[src/rtl/adder_pkg.sv]
// adder_pkg: shared definitions for the adder/accumulator datapath and the
// input decoder that feeds it.
//   mode_t   : 2-bit operation code carried alongside the operands
//   MODE_*   : operation encodings (ADD, SUB, ACC, CLR)
package adder_pkg;

    typedef logic [1:0] mode_t;

    localparam mode_t MODE_ADD = 2'b00;
    localparam mode_t MODE_SUB = 2'b01;
    localparam mode_t MODE_ACC = 2'b10;
    localparam mode_t MODE_CLR = 2'b11;

endpackage

[src/rtl/adder_accum_if.sv]
// adder_accum_if: request/response bundle for adder_accum.
//   mode, a, b, in_valid -> operation request (source to block)
//   in_ready             <- block can accept this cycle
//   z, z_valid           <- registered result and its valid flag
//   z_ready              -> consumer takes z this cycle
//   acc, ovf             <- running accumulator and sticky overflow flag
// master: request source / result consumer side. slave: the block itself.
interface adder_accum_if #(
    parameter int WIDTH = 4
);
    import adder_pkg::*;

    mode_t            mode;
    logic [WIDTH-1:0] a;
    logic [WIDTH-1:0] b;
    logic             in_valid;
    logic             in_ready;
    logic [WIDTH:0]   z;
    logic             z_valid;
    logic             z_ready;
    logic [WIDTH:0]   acc;
    logic             ovf;

    modport master (
        output mode, a, b, in_valid, z_ready,
        input  in_ready, z, z_valid, acc, ovf
    );

    modport slave (
        input  mode, a, b, in_valid, z_ready,
        output in_ready, z, z_valid, acc, ovf
    );

endinterface

[src/rtl/adder_core.sv]
// adder_core: combinational (WIDTH+1)-bit adder with carry-in and carry-out.
//   x_i, y_i : operands (WIDTH+1 bits)
//   cin_i    : carry-in (1 turns an inverted y_i into a two's-complement subtract)
//   sum_o    : x_i + y_i + cin_i, modulo 2^(WIDTH+1)
//   cout_o   : carry out of the top bit
module adder_core #(
    parameter int WIDTH = 4
) (
    input  logic [WIDTH:0] x_i,
    input  logic [WIDTH:0] y_i,
    input  logic           cin_i,
    output logic [WIDTH:0] sum_o,
    output logic           cout_o
);

    assign {cout_o, sum_o} = {1'b0, x_i} + {1'b0, y_i} + {{(WIDTH+1){1'b0}}, cin_i};

endmodule

[src/rtl/adder_accum.sv]
// adder_accum: registered add / subtract / accumulate unit with valid/ready
// handshake on both sides and a one-deep output register.
//   clk   : rising-edge clock
//   reset : asynchronous, active-low reset (0 = in reset)
//   ena   : global enable; 0 blocks new operations (pending z can still drain)
//   bus   : adder_accum_if.slave (mode/a/b/in_valid/in_ready,
//           z/z_valid/z_ready, acc, ovf)
//   WIDTH : operand width; results are WIDTH+1 bits
//   SAT   : 0 = accumulator wraps on overflow, 1 = clamps to all-ones
module adder_accum
    import adder_pkg::*;
#(
    parameter int WIDTH = 4,
    parameter bit SAT   = 1'b0
) (
    input  logic          clk,
    input  logic          reset,
    input  logic          ena,
    adder_accum_if.slave  bus
);

    logic [WIDTH:0] z_q,   z_d;
    logic           z_valid_q, z_valid_d;
    logic [WIDTH:0] acc_q, acc_d;
    logic           ovf_q, ovf_d;

    logic           in_ready;
    logic           accept;
    logic [WIDTH:0] x, y, sum;
    logic           cin, cout;

    // Clamp only when the accumulate carried out of the result width.
    function automatic logic [WIDTH:0] sat_acc(input logic [WIDTH:0] s, input logic carry);
        if (SAT && carry) return '1;
        return s;
    endfunction

    // Ready never looks at in_valid, so no request-side signal reaches an output.
    assign in_ready = reset & ena & (~z_valid_q | bus.z_ready);
    assign accept   = bus.in_valid & in_ready;

    // Operand steering: SUB feeds ~b with carry-in 1; ACC adds a onto acc.
    always_comb begin
        x   = {1'b0, bus.a};
        y   = {1'b0, bus.b};
        cin = 1'b0;
        case (bus.mode)
            MODE_SUB: begin
                y   = ~{1'b0, bus.b};
                cin = 1'b1;
            end
            MODE_ACC: begin
                x = acc_q;
                y = {1'b0, bus.a};
            end
            default: ;
        endcase
    end

    adder_core #(.WIDTH(WIDTH)) u_core (
        .x_i    (x),
        .y_i    (y),
        .cin_i  (cin),
        .sum_o  (sum),
        .cout_o (cout)
    );

    always_comb begin
        z_d       = z_q;
        z_valid_d = z_valid_q;
        acc_d     = acc_q;
        ovf_d     = ovf_q;
        if (accept) begin
            // An accept in the same cycle as a pop replaces the old result.
            z_valid_d = 1'b1;
            case (bus.mode)
                MODE_ADD, MODE_SUB: z_d = sum;
                MODE_ACC: begin
                    acc_d = sat_acc(sum, cout);
                    ovf_d = ovf_q | cout;
                    z_d   = acc_d;
                end
                default: begin
                    acc_d = '0;
                    ovf_d = 1'b0;
                    z_d   = '0;
                end
            endcase
        end else if (bus.z_ready && z_valid_q) begin
            z_valid_d = 1'b0;
        end
    end

    always_ff @(posedge clk or negedge reset) begin
        if (!reset) begin
            z_q       <= '0;
            z_valid_q <= 1'b0;
            acc_q     <= '0;
            ovf_q     <= 1'b0;
        end else begin
            z_q       <= z_d;
            z_valid_q <= z_valid_d;
            acc_q     <= acc_d;
            ovf_q     <= ovf_d;
        end
    end

    assign bus.in_ready = in_ready;
    assign bus.z        = z_q;
    assign bus.z_valid  = z_valid_q;
    assign bus.acc      = acc_q;
    assign bus.ovf      = ovf_q;

endmodule
[src/flat_wrapper.sv]
// flat-port wrapper written by rule: the top's interface ports become plain ports
module adder_accum_flat import adder_pkg::*;
#(
    parameter int WIDTH = 4,
    parameter bit SAT   = 1'b0
)
  (clk, reset, ena, bus_mode, bus_a, bus_b, bus_in_valid, bus_z_ready, bus_in_ready, bus_z, bus_z_valid, bus_acc, bus_ovf);
  adder_accum_if #(.WIDTH(WIDTH)) bus_i ();
  input  logic clk;
  input  logic reset;
  input  logic ena;
  input wire logic [$bits(bus_i.mode)-1:0] bus_mode;
  input wire logic [$bits(bus_i.a)-1:0] bus_a;
  input wire logic [$bits(bus_i.b)-1:0] bus_b;
  input wire logic [$bits(bus_i.in_valid)-1:0] bus_in_valid;
  input wire logic [$bits(bus_i.z_ready)-1:0] bus_z_ready;
  output wire logic [$bits(bus_i.in_ready)-1:0] bus_in_ready;
  output wire logic [$bits(bus_i.z)-1:0] bus_z;
  output wire logic [$bits(bus_i.z_valid)-1:0] bus_z_valid;
  output wire logic [$bits(bus_i.acc)-1:0] bus_acc;
  output wire logic [$bits(bus_i.ovf)-1:0] bus_ovf;
  assign bus_i.mode = bus_mode;
  assign bus_i.a = bus_a;
  assign bus_i.b = bus_b;
  assign bus_i.in_valid = bus_in_valid;
  assign bus_i.z_ready = bus_z_ready;
  assign bus_in_ready = bus_i.in_ready;
  assign bus_z = bus_i.z;
  assign bus_z_valid = bus_i.z_valid;
  assign bus_acc = bus_i.acc;
  assign bus_ovf = bus_i.ovf;
  adder_accum #(.WIDTH(WIDTH), .SAT(SAT)) u_core (.clk(clk), .reset(reset), .ena(ena), .bus(bus_i));
endmodule
[config.mk]
export PLATFORM = sky130hd
export DESIGN_NAME = adder_accum_flat
export DESIGN_NICKNAME = d
export VERILOG_FILES = /design/src/rtl/adder_pkg.sv /design/src/rtl/adder_accum_if.sv /design/src/rtl/adder_core.sv /design/src/rtl/adder_accum.sv /design/src/flat_wrapper.sv
export SDC_FILE = /design/constraint.sdc
export NUM_CORES = 1
export LEC_CHECK = 0
export CAP_MARGIN = 20
export CORE_ASPECT_RATIO = 1.1
export CORE_MARGIN = 4
export CORE_UTILIZATION = 40
export CTS_CLUSTER_DIAMETER = 30
export DETAILED_ROUTE_END_ITERATION = 6
export PLACE_DENSITY = 0.7
export SLEW_MARGIN = 10
export SYNTH_ARGS = -nofsm -noshare
export SYNTH_HDL_FRONTEND = slang
export SYNTH_SLANG_ARGS = --single-unit
[constraint.sdc]
create_clock -name clk -period 4 [get_ports clk]
set_input_delay 0.6 -clock clk [delete_from_list [all_inputs] [get_ports clk]]
set_output_delay 0.6 -clock clk [all_outputs]
set_load 0.005 [all_outputs]
==> Flow_metrics.wiki <==
{| class="wikitable"
! Metric !! Value
|-
| Run status || finished, final reports clean
|-
| CTS max path bufs || 2
|-
| List of cells traversed by the critical path || clkdlybuf4s50_1 > inv_1 > ha_1 > mux2i_1 > fa_1 > inv_1 > fa_1 > a21o_1 > a21oi_2 > xnor2_1 > a22o_1
|-
| Cells after Synth || between 80 and 90
|-
| Launching point of the worst reg2reg path || u_core.bus.acc[0]$_DFFE_PN0P_
|-
| Flop-to-flop setup slack || 1.95 ns
|-
| GRT overflow || 0
|-
| CTS tree || done
|-
| Worst setup margin || around 0.90 ns
|-
| Power per standard cell area || approximately 330 nW/um^2
|-
| Effective utilization at floorplan || 0.436
|-
| Detailed Routing Iterations Pass 1 || 4
|-
| Routed Antenna Nets || 0
|-
| Most instantiated flip-flop cell in the synthesis netlist || sky130_fd_sc_hd__dfrtp_1
|-
| Clock share of power || 0.172
|-
| Net count, final || 145
|-
| Number of antenna violations at the first check in global routing || 0
|-
| Count of fill cells added during filler insertion || ~210
|-
| Warning count from the yosys run || 0
|-
| EDFF count, synth || 0
|-
| Global placer's final weighted congestion || 0.798
|-
| Cell with the largest stage delay on the worst path || sky130_fd_sc_hd__clkdlybuf4s50_1
|-
| Post-synthesis sequential area ratio || 0.334
|-
| Drt drc || 0
|-
| Leakage component of the power || around 0.00055 uW
|-
| Cell family with most CP delay || adder cells
|-
| Clk_skew || slightly above 0.0007 ns
|-
| Total of endpoints with negative setup slack in the final report || 0
|-
| Routed vias || 730
|-
| Std-Cell Core Area || 2060 sq um
|-
| Final critical path time including I/O delays and setup || 3.10 ns
|-
| Post-Syn Area || 900 sq um
|-
| Fmax || 323 MHz
|-
| Switching share of total power || 0.304
|-
| CTS root buffer || sky130_fd_sc_hd__clkbuf_4
|-
| Final Cycle Share || 0.774
|-
| Combinational Power Share || 0.432
|-
| Number of max-capacitance violations reported || 0
|-
| Diodes inserted || 0
|-
| Largest driver fanout on the critical path || 13
|-
| Total GRT Usage || 0.128
|-
| RSZ-0062 raised after global routing || no
|-
| WS Path Type || in2reg
|-
| Proportion of synthesized flip-flops having asynchronous set or reset || 1.00
|-
| Delay of the slowest critical-path stage || 0.48 ns
|-
| Post-detailed-placement half-perimeter wirelength || 1.58 mm
|-
| HP Class || reg2reg
|-
| Clk sinks || 12
|-
| #FFs+latches synth || 12
|-
| Net Count, Synth || between 100 and 150
|-
| Kind of capture point of the worst setup path || register
|-
| Cell depth of the worst min-delay path || 2
|-
| Vias per cell || 5.03
|-
| Kind of start point of the critical path || input port
|-
| First-pass GRT wire length || 3.04 mm
|-
| Pint || 279 uW
|-
| Unique cell type count in the Yosys netlist || 36
|-
| Resized Gates After CTS || 0
|-
| Clock insertion delay at the later pin of the skew report || between 0.2 and 0.3 ns
|-
| Most frequent cells in the layout || 27 x sky130_fd_sc_hd__clkdlybuf4s50_1, 12 x sky130_fd_sc_hd__dfrtp_1, 10 x sky130_fd_sc_hd__nand2_1
|-
| # hold bufs at CTS || 0
|-
| IR drop worst, VDD || 0.000163 V
|-
| IO Port Bufs || 27
|-
| Switching power total || 122 uW
|-
| CTS buffer count || 3
|-
| Area overhead of the layout relative to synthesis || 36.3%
|-
| Area of the die || between 3000 and 4000 sq um
|-
| Detailed router's first-iteration violation count || 5
|-
| Worst Reg-to-Reg Cells || 8
|-
| Required arrival time at the worst endpoint || 4.15 ns
|-
| Ratio of cells with drive above 1 in the final layout || 0.137
|-
| Count of pins on the block boundary || 28
|-
| Largest net degree at the start of global routing || 16
|-
| Arrival time reported for the critical path endpoint || 3.25 ns
|-
| Clock-pin slew on the worst setup and hold paths || about 0.070 ns
|-
| Average footprint of a synthesized cell || 10.2 sq um
|-
| Number of pins exceeding their max-slew limit in the final report || 0
|-
| Die boundary height || 57.7 microns
|-
| Worst slew margin relative to its limit || 0.697
|-
| Most frequent standard cell in the layout excluding fill and tap cells || sky130_fd_sc_hd__clkdlybuf4s50_1
|-
| Hold EP || u_core.bus.z[0]$_DFFE_PN0P_
|-
| Fin Setup TNS || 0 ns
|-
| Count of endpoints failing hold in the final timing report || 0
|-
| Level count of the clock H-tree || 1
|-
| Worst path buffer plus inverter count || 3
|-
| Slew at the pin with the worst max-slew slack || 0.455 ns
|-
| Post-CTS setup buffer count || 0
|-
| Vias in the first global route || 739
|-
| Row cnt || 17
|-
| Average wire length per cell after detail routing || 12.7 microns
|-
| Destination of the worst register-to-register timing path || u_core.bus.acc[4]$_DFFE_PN0P_
|-
| Worst setup timing slack at the placement stage || 0.595 ns
|-
| Routed Wire Length || approximately 1.8 mm
|-
| Die extent in x || 53.2 microns
|-
| Critical hold path startpoint || u_core.bus.z[0]$_DFFE_PN0P_
|-
| Share of power burned in registers || 0.395
|}
==> cell usage after synthesis, drive strengths merged (3+ instances only) <==
master    n  area (sq um)
a21oi     5          28.8
a22o      4          35.0
a2bb2oi   3          26.3
dfrtp    12           300
ha        9           113
inv       5          18.8
mux2      3          33.8
nand2    10          37.5
nand2b    3          21.3
nor2      5          21.3
o21ai     5          25.0
==> sequential cells by signal, summed over array words and instances (netlist names) <==
signal	flops
u_core.bus.acc	5
u_core.bus.ovf	1
u_core.bus.z	5
u_core.bus.z_valid	1
==> worst reg2reg max path, cell delays in order (launching register included) <==
cell                      delay [ns]
sky130_fd_sc_hd__dfrtp_1        0.41
sky130_fd_sc_hd__mux2i_1        0.22
sky130_fd_sc_hd__fa_1           0.23
sky130_fd_sc_hd__inv_1          0.05
sky130_fd_sc_hd__fa_1           0.39
sky130_fd_sc_hd__a21o_1         0.20
sky130_fd_sc_hd__a21oi_2        0.14
sky130_fd_sc_hd__xnor2_1        0.09
sky130_fd_sc_hd__a22o_1         0.20
==> routing by layer <==
metal | GRT usage | wire length, microns
met4 | 0.0438 | 0
met5 | 0 | 0
met3 | 0.00771 | 112
met1 | 0.153 | 784
met2 | 0.236 | 947
==> power by group through the flow <==
| stage | logic, uW | clock network (uW) | registers (uW) |
|---|---|---|---|
| after floorplan | 90.8 | 0 | 161 |
| after global placement | 173 | 0 | 160 |
| after detailed placement | 176 | 0 | 161 |
| after CTS | 177 | 70.3 | 159 |
| after global routing | 192 | 75.2 | 163 |
| final | 174 | 69.3 | 159 |
==> kinds of logic after synthesis <==
| family | after synthesis | share of synthesized area |
|---|---|---|
| AO/OA/AOI/OAI | 25 | 0.209 |
| XOR/XNOR | 3 | 0.0292 |
| adder cells (fa/ha/maj) | 11 | 0.170 |
| buffers and inverters | 7 | 0.0306 |
| flip-flops | 12 | 0.334 |
| multiplexers | 5 | 0.0598 |
| AND/OR/NAND/NOR | 25 | 0.168 |
==> cell type report <==
type | count | area, sq um | area share
inverter | 5 | 18.8 | 0.0153
timing repair buffer | 28 | 278 | 0.227
clock buffer | 3 | 22.5 | 0.0184
tap | 28 | 35.0 | 0.0286
multi-input combinational | 69 | 572 | 0.466
sequential | 12 | 300 | 0.245
==> how the worst max path moves through the flow <==
stage,startpoint,end,slack [ns],depth (start not counted)
floorplan,bus_mode[1],u_core.bus.acc[4]$_DFFE_PN0P_,1.29,12
global placement,bus_mode[0],u_core.bus.z[4]$_DFFE_PN0P_,0.64,11
detailed placement,bus_mode[0],u_core.bus.acc[4]$_DFFE_PN0P_,0.60,11
CTS,bus_mode[0],u_core.bus.acc[4]$_DFFE_PN0P_,0.87,11
global route,bus_mode[0],u_core.bus.acc[4]$_DFFE_PN0P_,0.62,11
finish,bus_mode[0],u_core.bus.acc[4]$_DFFE_PN0P_,0.90,11
==> per-stage QoR <==
step,hold slack [ns],util,power (uW),instances,area [sq um]
CTS,0.493,0.594,406,145,1230
detailed placement,0.477,0.583,338,142,1200
global route,0.540,0.594,430,145,1230
finish,0.484,0.594,402,145,1230
floorplan,0.304,-,251,88,900
global placement,0.462,0.583,333,142,1200
Note: power is estimated with default switching activity, not from simulation.
